**config.mk**
```make
export PLATFORM = sky130hd
export DESIGN_NAME = sr_target
export DESIGN_NICKNAME = d
export VERILOG_FILES = /design/src/rtl/sr_target.sv
export SDC_FILE = /design/constraint.sdc
export NUM_CORES = 1
export LEC_CHECK = 0
export CAP_MARGIN = 20
export CORE_UTILIZATION = 40
export DETAILED_ROUTE_END_ITERATION = 8
export PLACE_DENSITY = 0.66
export SLEW_MARGIN = 20
export SYNTH_ARGS = -nofsm -noshare
export SYNTH_HDL_FRONTEND = slang
export SYNTH_SLANG_ARGS = --single-unit
```
**constraint.sdc**
```tcl
create_clock -name clk -period 3.37 [get_ports clk]
set_input_delay 0.674 -clock clk [delete_from_list [all_inputs] [get_ports clk]]
set_output_delay 0.674 -clock clk [all_outputs]
set_load 0.1 [all_outputs]
```
**src/rtl/sr_target.sv**
```systemverilog
// Device-side model of the serial shift-register link: oversamples clk_sr/din_sr/load_sr,
// captures a WIDTH-bit config word on load and shifts a parallel status word back out.
module sr_target #(
    parameter int WIDTH = 170,
    parameter int SYNC  = 2
) (
    input  logic                       clk,
    input  logic                       rst,
    input  logic                       clk_sr,
    input  logic                       din_sr,
    input  logic                       load_sr,
    input  logic [WIDTH-1:0]           status_in,
    output logic                       dout_sr,
    output logic [WIDTH-1:0]           cfg_out,
    output logic                       cfg_valid,
    output logic                       len_err,
    output logic [$clog2(WIDTH+2)-1:0] bit_cnt
);

    localparam int CW = $clog2(WIDTH + 2);
    localparam logic [CW-1:0] CNT_FULL = CW'(WIDTH);
    localparam logic [CW-1:0] CNT_SAT  = CW'(WIDTH + 1);

    logic [SYNC-1:0]  clk_pipe;
    logic [SYNC-1:0]  din_pipe;
    logic [SYNC-1:0]  ld_pipe;
    logic             clk_d;
    logic             ld_d;
    logic             din_sync;
    logic             sr_rise;
    logic             sr_fall;
    logic             ld_rise;
    logic [WIDTH-1:0] shreg;
    logic [WIDTH-1:0] shreg_shifted;
    logic [CW-1:0]    cnt_shifted;

    // Events are registered; din_sync is taken from the same synchronizer stage as
    // the clk_sr sample that produced sr_rise, so data and strobe stay aligned.
    always_ff @(posedge clk) begin
        if (rst) begin
            clk_pipe <= '0;
            din_pipe <= '0;
            ld_pipe  <= '0;
            clk_d    <= 1'b0;
            ld_d     <= 1'b0;
            din_sync <= 1'b0;
            sr_rise  <= 1'b0;
            sr_fall  <= 1'b0;
            ld_rise  <= 1'b0;
        end else begin
            clk_pipe <= {clk_pipe[SYNC-2:0], clk_sr};
            din_pipe <= {din_pipe[SYNC-2:0], din_sr};
            ld_pipe  <= {ld_pipe[SYNC-2:0], load_sr};
            clk_d    <= clk_pipe[SYNC-1];
            ld_d     <= ld_pipe[SYNC-1];
            din_sync <= din_pipe[SYNC-1];
            sr_rise  <= clk_pipe[SYNC-1] & ~clk_d;
            sr_fall  <= ~clk_pipe[SYNC-1] & clk_d;
            ld_rise  <= ld_pipe[SYNC-1] & ~ld_d;
        end
    end

    // Post-shift view, so a load coinciding with a rising edge counts that bit.
    always_comb begin
        shreg_shifted = shreg;
        cnt_shifted   = bit_cnt;
        if (sr_rise) begin
            shreg_shifted = {shreg[WIDTH-2:0], din_sync};
            if (bit_cnt != CNT_SAT) begin
                cnt_shifted = bit_cnt + 1'b1;
            end
        end
    end

    always_ff @(posedge clk) begin
        if (rst) begin
            shreg     <= '0;
            cfg_out   <= '0;
            dout_sr   <= 1'b0;
            cfg_valid <= 1'b0;
            len_err   <= 1'b0;
            bit_cnt   <= '0;
        end else begin
            cfg_valid <= 1'b0;
            len_err   <= 1'b0;
            shreg     <= shreg_shifted;
            bit_cnt   <= cnt_shifted;
            if (sr_fall) begin
                dout_sr <= shreg[WIDTH-1];
            end
            if (ld_rise) begin
                if (cnt_shifted == CNT_FULL) begin
                    cfg_out   <= shreg_shifted;
                    cfg_valid <= 1'b1;
                end else begin
                    len_err <= 1'b1;
                end
                shreg   <= status_in;
                dout_sr <= status_in[WIDTH-1];
                bit_cnt <= '0;
            end
        end
    end

endmodule
```
== Yosys cells after proc, flatten, opt, wreduce, memory -nomap -nowiden ==
Index checks and enable logic that the tools add are counted.
Word-level totals
  flip-flop bits (word level): 363
  input port bits: 175
  output and inout port bits: 181
  word-level logic and storage cells: 37
Operators by class
  add/sub/neg operators: 1
  equal/unequal tests: 2
  muxes and demuxes: 8
  bitwise operators: 7
  reductions and logical operators: 4
Operators by type and width (number)
  two-way mux 170 bit: 2
  two-way mux 8 bit: 2
  adder 8 x 1 -> 8 bit (second input constant): 1
  == test 8 bit (second input constant): 1
  inequality test 8 bit (second input constant): 1
  two-way mux 1 bit: 4
  NOT 1 bit: 4
  OR reduction 2 bit: 2
  AND 1 bit: 3
  AND reduction 2 bit: 1
  nonzero test 2 bit: 1

== Logic depth before layout (Yosys ltp) ==
Gate-level depths: netlist (run 1).
  depth in word-level cells: 5
  depth in mapped cells: 8
  depth with buffers taken out: 6

== Least setup slack after synthesis (run 1) ==
Ideal clock, no wire load.
  path type: register to register
  start point: register bit_cnt[3]
  end point: register cfg_out[100]
  library setup time: 0.121 ns
  arrival time: 3.041 ns
  data required time: 3.249 ns
  path slack: 0.208 ns
  stages on the path, launching flop included: 9
  path buffers: 3
  clock period less this slack: 3.162 ns
  path through: dfxtp_1 buf_2 nand4_2 or4_1 a22oi_2 o2111ai_2 buf_6 buf_6 mux2_4
On the way
  longest elaborated chain between the ends: 5
  elaborated cells between the ends (all ways): 6
  those cells by class: add/sub: 1; eq/ne: 2; mux: 2; reduce/logical: 1
RTL lines
  start: declaration: RTL line 17  | output logic [$clog2(WIDTH+2)-1:0] bit_cnt
  start signal: assignment: RTL line 87  | bit_cnt <= cnt_shifted;
  adder 8 x 1 -> 8 bit / inequality test 8 bit (equally long branches): RTL line 70, 69
  two-way mux 8 bit: RTL line 69  | if (bit_cnt != CNT_SAT) begin
  two-way mux 8 bit *: RTL line 67  | if (sr_rise) begin
  == test 8 bit *: RTL line 92  | if (cnt_shifted == CNT_FULL) begin
  AND reduction 2 bit (no source line) *
  end signal: assignment: RTL line 93  | cfg_out <= shreg_shifted;
  end: declaration: RTL line 14  | output logic [WIDTH-1:0] cfg_out,
Mark *: on every way between the ends. The rest lies on a longest branch, timed or not.
A chain may end at the register's enable or synchronous reset.

== Worst setup path after layout (run 1) ==
  start point: register bit_cnt[3]
  end point: register cfg_out[97]
The elaborated chain is that of the path after synthesis.

==> metrics.txt, run 1 <==
outcome complete, no violations; RePlAce Congestion 0.838; core box area 0.0397 mm^2; pwr dens 433 mW/mm^2; grt ovf 0; critical-path maximum fanout 22; Die Ht 203 um; Slew @ Worst Pin 1.01 ns; VDD IR max 0.288 mV; antenna violations before repair 7; Final Critical Period 2.76 ns; TritonCTS clock tree yes; FF/Latch Area 0.00727 mm^2; DRC Markers 0; max frequency 362 MHz; Detail Route Antenna Nets 0; DR WL/cell 15.3 um; slowest stage delay, CP 0.58 ns; fin worst setup slack 0.607 ns; I/O pin count 356; most common cell after layout, fill and taps aside nor2_1; Initial Utilization 40.6%; maximum capacitance violations 0; syn avg cell area 9.15 um^2; Sequential Power Share 47.6%; clock power share 46.3%; slowest CP cell or4_1; Hold WS 0.377 ns; largest net degree at the start of global routing 178; share of cells above drive strength 1 17.7%; Warnings, synthesis 0; critical path required time 3.80 ns; multi-input logic area 0.00826 mm^2; CP arrival 3.19 ns; Die W 203 um; drt pass-1 iters 5; Setup CP Type reg -> reg; Final setup viols 0; most frequent cells in the layout nor2_1, dfxtp_1, clkdlybuf4s50_1, nor2b_1, a21oi_1; Area Overhead vs Synth 31.4%; Layout fillers 3706; Worst Setup Slack post-DPL 0.589 ns; Gate power share 6.1%; worst path cell trace nand4_2, or4_1, a22oi_2, o2111ai_4, buf_12, buf_12, mux2_4; clk_lat worst skew 0.56 ns; worst min-delay path category reg -> reg; Distinct cells, synth 36; RSZ-0062 raised after global routing no; sw frac 22.4%; Initial DRC Count 605; Vias 12700; Post-CTS Resized 0; net switching power 2.05 mW; post-DP HPWL 27300 um; cell count after synthesis 1763; CP dominant cell by count buf_12; H-tree levels 2; Row Count 73; first-pass GRT wire length 62900 um; # clock sinks 363; Clock transition at path regs 0.06 ns; clk_skew 0.0226 ns; final hold vios 0; root buffer selected by CTS clkbuf_16; Setup crit start kind flop; crit share post-route 82.0%; slew margin rel. 32.8%; Leak 8.90 nW; Worst setup EP type flop; syn nets 1939; register area share after synthesis 45.1%; Post-layout nets 2233; die area 0.0411 mm^2; Seq cells post-synth 363; Tot GR Track Use 18.9%; Slew Limit Fails 0; IO buf count 355; delay-heaviest family, CP simple AND/OR/NAND/NOR gates; Post-CTS Setup Repair Bufs 0; vias per inst 4.87; Pint 7.13 mW; drt total wl 40100 um; vias in the first global route 12100; crit path buf inv count 2; CTS buffer count 41; Post-CTS Hold Buffers 0; setup TNS 0 ns; Max Root-Sink Buffers 3; Mapped Area 0.0161 mm^2
-- routing by layer --
metal	part of all wire, %	routed length [um]	global-route usage [%]
met3	8.9	3570	6.40
met2	45	18000	29.9
met1	44	17700	24.2
met4	2.0	792	5.83
met5	0.030	12	0
-- worst register-to-register path: stages, from the launching register on --
cell and delay (ns):
dfxtp_1 0.55, nand4_2 0.22, or4_1 0.58, a22oi_2 0.28, o2111ai_4 0.23, buf_12 0.25
buf_12 0.24, mux2_4 0.31
-- area by class of cell --
type	instances	share of cell area, %
multi-input combinational	1261	39.0
sequential	363	34.3
timing repair buffer	388	17.5
clock buffer	61	5.59
tap	525	3.10
clock inverter	10	0.378
inverter	2	0.0354
antenna	3	0.0354
-- per-stage QoR --
| stage | std cells | power [mW] | utilization [%] | instance area (um^2) |
|---|---|---|---|---|
| after floorplan | 1763 | 4.73 | - | 16100 |
| after global placement | 2539 | 5.02 | 50.1 | 19900 |
| after detailed placement | 2539 | 5.02 | 50.1 | 19900 |
| after CTS | 2610 | 9.31 | 53.3 | 21200 |
| after global routing | 2611 | 9.55 | 53.3 | 21200 |
| final | 2613 | 9.18 | 53.3 | 21200 |
-- flip-flops by register name (all words and copies together) (netlist names), 2 cells and up --
register / count
bit_cnt: 8
din_pipe: 2
shreg: 170
cfg_out: 170
clk_pipe: 2
ld_pipe: 2
-- kinds of logic (layout without fill, tap and decap cells) --
| group | Yosys count | after routing | synth area share, % |
|---|---|---|---|
| muxes | 342 | 342 | 24.6 |
| other | 0 | 3 | 0 |
| buffers and inverters | 139 | 461 | 3.79 |
| xor gates and xnor gates | 6 | 6 | 0.326 |
| DFF | 363 | 363 | 45.1 |
| AOI/OAI and AO/OA | 185 | 185 | 5.98 |
| and+or+nand+nor | 727 | 727 | 20.2 |
| adders and majority gates | 1 | 1 | 0.0776 |
-- cells in the mapped netlist (all sizes together) --
cell type | instances | area [um^2]
nor2 | 518 | 1940
dfxtp | 363 | 7270
nor2b | 183 | 1140
a21oi | 174 | 871
mux2i | 172 | 1720
mux2 | 170 | 2250
clkbuf | 101 | 379
buf | 36 | 225
nand2 | 7 | 26.3
xor2 | 5 | 43.8
nand4 | 4 | 31.3
a21boi | 2 | 15.0
and4 | 2 | 17.5
inv | 2 | 7.51
nand3 | 2 | 10.0
nor3b | 2 | 15.0
o211ai | 2 | 15.0
o21ai | 2 | 10.0
or2 | 2 | 12.5
or4 | 2 | 15.0
a22oi | 1 | 12.5
a32oi | 1 | 8.76
and2 | 1 | 6.26
and3 | 1 | 6.26
and4b | 1 | 10.0
ha | 1 | 12.5
nand2b | 1 | 6.26
o2111ai | 1 | 15.0
o31ai | 1 | 7.51
o32a | 1 | 10.0
or3 | 1 | 6.26
xnor2 | 1 | 8.76
-- power groups by stage --
stage                     Combinational, mW  Sequential, mW  Clock, mW
after floorplan                       0.268            4.46          0
after global placement                0.554            4.46          0
after detailed placement              0.557            4.46          0
after CTS                             0.561            4.37       4.38
after global routing                  0.608            4.37       4.57
final                                 0.557            4.37       4.25
-- path summary, 6_finish.rpt --
kind	slack, ns	from	cells past startpoint	end
setup reg to reg	0.61	bit_cnt[3]	7	cfg_out[97]
setup / recovery	0.61	bit_cnt[3]	7	cfg_out[97]
hold / removal	0.38	ld_d	1	ld_rise
hold reg to reg	0.38	ld_d	1	ld_rise
No activity file was read; power rests on OpenSTA's default activity.
==> inputs of run 2 (changes only) <==
==> constraint.sdc (replaced) <==
create_clock -name clk -period 2.8 [get_ports clk]
set_input_delay 0.56 -clock clk [delete_from_list [all_inputs] [get_ports clk]]
set_output_delay 0.56 -clock clk [all_outputs]
set_load 0.1 [all_outputs]
==> metrics.txt, run 2 (synthesized netlist as in run 1, its figures left out) <==
Max Root-Sink Buffers 3; max frequency 397 MHz; Hold WS 0.386 ns; Area Overhead vs Synth 31.1%; CTS buffer count 40; slew margin rel. 47.9%; Vias 12600; final hold vios 0; outcome complete, no violations; Final Critical Period 2.52 ns; Clock transition at path regs 0.06 ns; # clock sinks 363; most common cell after layout, fill and taps aside nor2_1; Post-CTS Hold Buffers 0; largest net degree at the start of global routing 145; vias per inst 4.83; Initial Utilization 40.6%; Leak 9.13 nW; biggest regs cfg_out x170, shreg x170, bit_cnt x8; Initial DRC Count 475; Final setup viols 0; RePlAce Congestion 0.840; crit share post-route 89.9%; RSZ-0062 raised after global routing no; share of cells above drive strength 1 22.3%; Layout fillers 3604; maximum capacitance violations 0; Setup crit start kind flop; Detail Route Antenna Nets 0; clk_lat worst skew 0.55 ns; Worst setup EP type flop; DRC Markers 0; drt total wl 41000 um; pwr dens 539 mW/mm^2; DR WL/cell 15.7 um; CP arrival 2.94 ns; Post-layout nets 2234; drt pass-1 iters 5; grt ovf 0; first-pass GRT wire length 64400 um; DR top layer met5; antenna violations before repair 9; worst min-delay path category reg -> reg; setup TNS 0 ns; Setup CP Type reg -> reg; die area 0.0411 mm^2; multi-input logic area 0.00826 mm^2; Die Ht 203 um; Post-CTS Resized 0; DRT met1 WL 17600 um; Die W 203 um; clk_skew 0.0228 ns; H-tree levels 2; Slew Limit Fails 0; critical path required time 3.23 ns; FF/Latch Area 0.00729 mm^2; Row Count 73; root buffer selected by CTS clkbuf_16; IO buf count 355; critical-path maximum fanout 28; most frequent cells in the layout nor2_1, dfxtp_1, buf_4, nor2b_1, a21oi_1; metal3 WL 3920 um; Tot GR Track Use 19.5%; vias in the first global route 12400; VDD IR max 0.344 mV; met2 WL 18500 um; I/O pin count 356; TritonCTS clock tree yes; core box area 0.0397 mm^2; Slew @ Worst Pin 0.781 ns; Post-CTS Setup Repair Bufs 0; post-DP HPWL 28000 um
==> run 2: cell type report <==
class	count	share of cell area (%)
clock buffers	59	5.64
flip-flops and latches	363	34.5
clock inverters	13	0.828
multi-input cells	1261	39.1
inverters	2	0.0355
well taps	525	3.11
diodes	3	0.0355
repair buffers	390	16.8
==> run 2: metal layers <==
| metal | vias to the layer above | GRT usage (%) |
|---|---|---|
| met5 | - | 0 |
| met4 | 14 | 4.78 |
| met3 | 64 | 8.31 |
| met2 | 318 | 32.0 |
| met1 | 5813 | 23.5 |
| li1 | 6424 | - |
==> run 2: final timing paths <==
| check | start | to | slack [ns] | cells after the start |
|---|---|---|---|---|
| min | ld_d | ld_rise | 0.39 | 1 |
| max | bit_cnt[0] | cfg_out[65] | 0.28 | 8 |
| max reg2reg | bit_cnt[0] | cfg_out[65] | 0.28 | 8 |
| min reg2reg | ld_d | ld_rise | 0.39 | 1 |
==> run 2: where the power goes <==
group | total (mW) | internal, mW | switching (mW)
logic | 0.676 | 0.346 | 0.330
clock network | 5.45 | 3.32 | 2.13
registers | 5.26 | 5.22 | 0.0348
==> run 2: per-stage QoR <==
step | instance area (um^2) | cells | utilization [%] | total power [mW] | setup WS [ns]
5_1_grt | 21100 | 2613 | 53.2 | 11.8 | 0.159
6_report | 21100 | 2616 | 53.2 | 11.4 | 0.282
4_1_cts | 21100 | 2613 | 53.2 | 11.6 | 0.276
2_1_floorplan | 16100 | 1763 | - | 5.69 | 0.00672
3_3_place_gp | 19800 | 2541 | 49.8 | 6.05 | 0.347
3_5_place_dp | 19800 | 2541 | 49.8 | 6.05 | 0.324
==> run 2: worst max-delay path: stages, from the launching register on <==
cell	delay (ns)
dfxtp_2	0.36
ha_1	0.28
and4b_1	0.24
and3_1	0.19
and2_1	0.20
o2111ai_4	0.28
buf_12	0.24
buf_12	0.26
mux2_4	0.33
==> patch 1 (flow settings as in run 2) <==
The parameter `WIDTH` goes from 170 to 85.
--- a/src/rtl/sr_target.sv
+++ b/src/rtl/sr_target.sv
@@ -1,7 +1,7 @@
 // Device-side model of the serial shift-register link: oversamples clk_sr/din_sr/load_sr,
 // captures a WIDTH-bit config word on load and shifts a parallel status word back out.
 module sr_target #(
-    parameter int WIDTH = 170,
+    parameter int WIDTH = 85,
     parameter int SYNC  = 2
 ) (
     input  logic                       clk,
Ports: changed (resized bit_cnt, cfg_out and status_in); port bits go from 356 to 185. No check against the original RTL was run, so the function may have changed too.
==> patch 1 against run 2 <==
Critical path type unchanged. Final cell count shrank 48%. Highest routed layer is now met4. Sequential cell count fell by 171. Synthesized area shrank 48%. Global-route usage is 2.7 points lower. Cell area is 49% lower. Maximum frequency fell by 0.38%. Combinational power decreased by 47%. Setup slack lost 0.0096 ns. Critical path depth is 1 lower. Routed wire length shrank 56%. First-iteration DRC count decreased by 52%. Total power decreased by 52%.
==> patch 1: results (changes against run 2) <==
Layout
  • Top flop regs: cfg_out: 85 flops, shreg: 85 flops, bit_cnt: 7 flops
  • # diodes: 0 (-3)
  • Inverters: 3 (+1)
  • Reg area: 3860 µm² (-47%)
  • Share of cells above drive strength 1: 21.9% (-0.40 points)
  • # nets final: 1,158 (-48%)
  • Fin cells: 1,349 (-48%)
  • Comb_multi_in: 655 (-48%)
  • ClkCell Share: 5.16% (-1.3 points)
  • Buffering overhead: 16.3% (-0.52 points)
  • Non-clk bufs: 197 (-49%)
  • Multi-input combinational cell area: 4320 µm² (-48%)
  • Clkbuf count: 18 (-69%)

CTS
  • Level count of the clock H-tree: 4 (+2)
  • Clock slew at reported path FFs: 0.08 ns (+0.02 ns)
  • Worst skew pair latency: 0.43 ns (-0.12 ns)
  • Setup Buffers After CTS: 0 (unchanged)
  • Clock buffer count from CTS: 17 (-57%)
  • Clock tree buffer depth: 2 (-1)

GRT
  • Largest net degree at the start of global routing: 173 (+19%)
  • GRT Total Usage: 16.8% (-2.7 points)
  • Initial antenna violation count: 0 (-9)
  • First-pass GRT wire length: 29,300 µm (-55%)

Timing
  • Worst-margin pin slew: 0.713 ns (-0.0676 ns)
  • Setup Skew: 0.0114 ns (-0.0114 ns)

Power
  • PD cells: 504 nW/µm² (-6.5%)
  • Worst IR Drop VDD: 0.405 mV (+18%)

Route
  • Via count: 6,413 (-49%)
  • Routed Wire Length: 18,100 µm (-56%)
  • Detailed Route Iter0 Violations: 227 (-52%)
  • Detailed Routing Iterations Pass 1: 7 (+2)

Placed design
  • Cell area after placement: 10,300 µm² (-48%)
  • Final RePlAce weighted congestion: 0.786 (-6.5%)
  • IO Port Bufs: 184 (-48%)
  • Worst slack, placed: 0.281 ns (-0.0432 ns)
  • Placed wire-length estimate: 11,800 µm (-58%)

Floorplan
  • Die X: 147 µm (-27%)

Synth
  • #FFs+latches synth: 192 (-47%)
  • Main area contributors after synthesis: dfxtp_1, nor2_1, mux2i_1
  • Post-Syn Nets: 1,010 (-48%)
  • Post-synth top cells: nor2_1, dfxtp_1, nor2b_1, a21oi_1, mux2i_1
  • Yosys warnings: 0 (unchanged)

Critical path
  • Slowest CP cell: or4b_1
  • CP max FO: 38 (+36%)
  • Arr. time, crit path: 2.84 ns (-0.10 ns)

Status
  • Outcome: finished, final reports clean
[patch 1: kinds of logic after synthesis]
group	after synthesis	share of synthesized area, %
mux	171	23.7
compound gates	99	6.08
fa+ha+maj	2	0.296
simple gates	379	20.3
xor+xnor	4	0.414
flops	192	45.5
buf+inv	71	3.68
[patch 1: report_power, final]
part           internal (W)  switching [W]  total, W  leakage, nW
combinational      0.000180       0.000177  0.000357         2.83
clock               0.00119        0.00114   0.00233        0.273
sequential          0.00276      0.0000178   0.00278         1.55
[patch 1: final timing paths]
path	slack (ns)	to	startpoint	cells after the start
min	0.37	ld_rise	ld_d	1
max reg2reg	0.27	cfg_out[18]	bit_cnt[0]	7
max	0.27	cfg_out[18]	bit_cnt[0]	7
min reg2reg	0.37	ld_rise	ld_d	1
[patch 1: routing by layer]
metal  vias up  global-route usage [%]  routed length (µm)
met4         0                    4.33                  86
met2       157                    26.0                8090
met3        11                    5.77                1130
met5         -                       0                   0
met1      2908                    22.3                8790
li1       3337                       -                   -
==> patch 2 (settings of run 2) <==
Made on the original files. Reset style: asynchronous (`rst`), changed in 2 clocked blocks.
--- a/src/rtl/sr_target.sv
+++ b/src/rtl/sr_target.sv
@@ -36,7 +36,7 @@
 
     // Events are registered; din_sync is taken from the same synchronizer stage as
     // the clk_sr sample that produced sr_rise, so data and strobe stay aligned.
-    always_ff @(posedge clk) begin
+    always_ff @(posedge clk or posedge rst) begin
         if (rst) begin
             clk_pipe <= '0;
             din_pipe <= '0;
@@ -72,7 +72,7 @@
         end
     end
 
-    always_ff @(posedge clk) begin
+    always_ff @(posedge clk or posedge rst) begin
         if (rst) begin
             shreg     <= '0;
             cfg_out   <= '0;
Function: differs if rst is asserted again (counterexample within 10 cycles, from zero or initial values and one cycle with rst high); with rst held inactive, the same outputs for 10 cycles.
==> patch 2 against run 2 <==
Sequential cell count stayed put. Routed wire length fell by 12%. Cell area down 0.69%. Synthesized area decreased by 2.1%. Die area decreased by 2.1%. Setup slack lost 0.18 ns. Critical endpoint is now cfg_out[76]. Largest cell class is now registers.
Power is not compared: it rests on default switching activity, and its combinational part moved more than twofold at a synthesized area within 25%.
==> patch 2: results (changes against run 2) <==
Timing
  • Setup Skew: 0.0129 ns (-0.00986 ns)

Synth
  • Async SR Flop Fraction: 100% (+100 points)
  • Main area contributors after synthesis: dfrtp_1, mux2_2, mux2_4
  • Post-synthesis sequential area ratio: 57.5% (+12 points)
  • Netlist cell types: 29 (-19%)

GRT
  • Initial antenna violation count: 2 (-7)
  • GRT met2 Usage: 28.6% (-3.3 points)
  • GRT Total Usage: 18.1% (-1.5 points)
  • First-pass GRT wire length: 57,400 µm (-11%)
  • Met3 Use GR: 4.64% (-3.7 points)
  • Vias in the first global route: 9,935 (-20%)
  • Largest net degree at the start of global routing: 130 (-10%)

Route
  • Detailed Route Iter0 Violations: 310 (-35%)
  • Via density: 4.83 (about the same)
  • Detailed Routing Iterations Pass 1: 4 (-1)

Critical path
  • Arr. time, crit path: 3.11 ns (+0.17 ns)
  • Slowest stage delay, CP: 0.53 ns (+0.17 ns)
  • CP max FO: 49 (+75%)
  • Slowest CP cell: or4_4

Placed design
  • Final RePlAce weighted congestion: 0.757 (-9.9%)
  • Placed wire-length estimate: 24,200 µm (-14%)
  • Cell area after placement: 19,700 µm² (-0.56%)

Layout
  • Share of cells above drive strength 1: 57.4% (+35 points)
  • # nets final: 1,528 (-32%)

Status
  • Outcome: finished, final reports clean
patch 2: area by class of cell:
cell class | count | area [µm²]
antenna | 1 | 2.50
clock buffer | 61 | 1230
clock inverter | 10 | 52.6
fill | 3242 | 17800
inverter | 4 | 23.8
multi-input combinational | 556 | 6410
sequential | 363 | 9090
tap | 518 | 648
timing repair buffer | 387 | 3540
patch 2: logic make-up after synthesis:
family	after synthesis	share of synthesized area [%]
muxes	513	38.7
DFF	363	57.5
buffers and inverters	61	1.95
and+or+nand+nor	29	0.998
xor gates and xnor gates	7	0.388
AOI/OAI and AO/OA	6	0.428
adders and majority gates	1	0.0792
patch 2: stage by stage:
step / total power [W] / instances / setup WS [ns] / hold slack [ns]
after floorplan: 0.00755 / 980 / -2.63 / 0.331
after global placement: 0.00816 / 1824 / 0.185 / 0.333
after detailed placement: 0.00821 / 1824 / 0.120 / 0.338
after CTS: 0.0134 / 1895 / 0.103 / 0.349
after global routing: 0.0139 / 1900 / -0.00689 / 0.353
final: 0.0132 / 1900 / 0.106 / 0.348
patch 2: layer usage:
metal | vias up | share of wire [%]
met5 | - | 0.039
met4 | 2 | 2.1
met3 | 43 | 5.6
met2 | 205 | 48
met1 | 4668 | 44
li1 | 4261 | -
patch 2: worst paths after layout:
| kind | cells after the start | slack [ns] | start | to |
|---|---|---|---|---|
| max in group asynchronous | 4 | 1.59 | rst | shreg[14] |
| hold reg to reg | 0 | 0.35 | din_pipe[0] | din_pipe[1] |
| hold / removal | 0 | 0.35 | din_pipe[0] | din_pipe[1] |
| setup reg to reg | 8 | 0.11 | bit_cnt[0] | cfg_out[76] |
| setup / recovery | 8 | 0.11 | bit_cnt[0] | cfg_out[76] |
| min in group asynchronous | 2 | 0.38 | rst | cfg_out[116] |
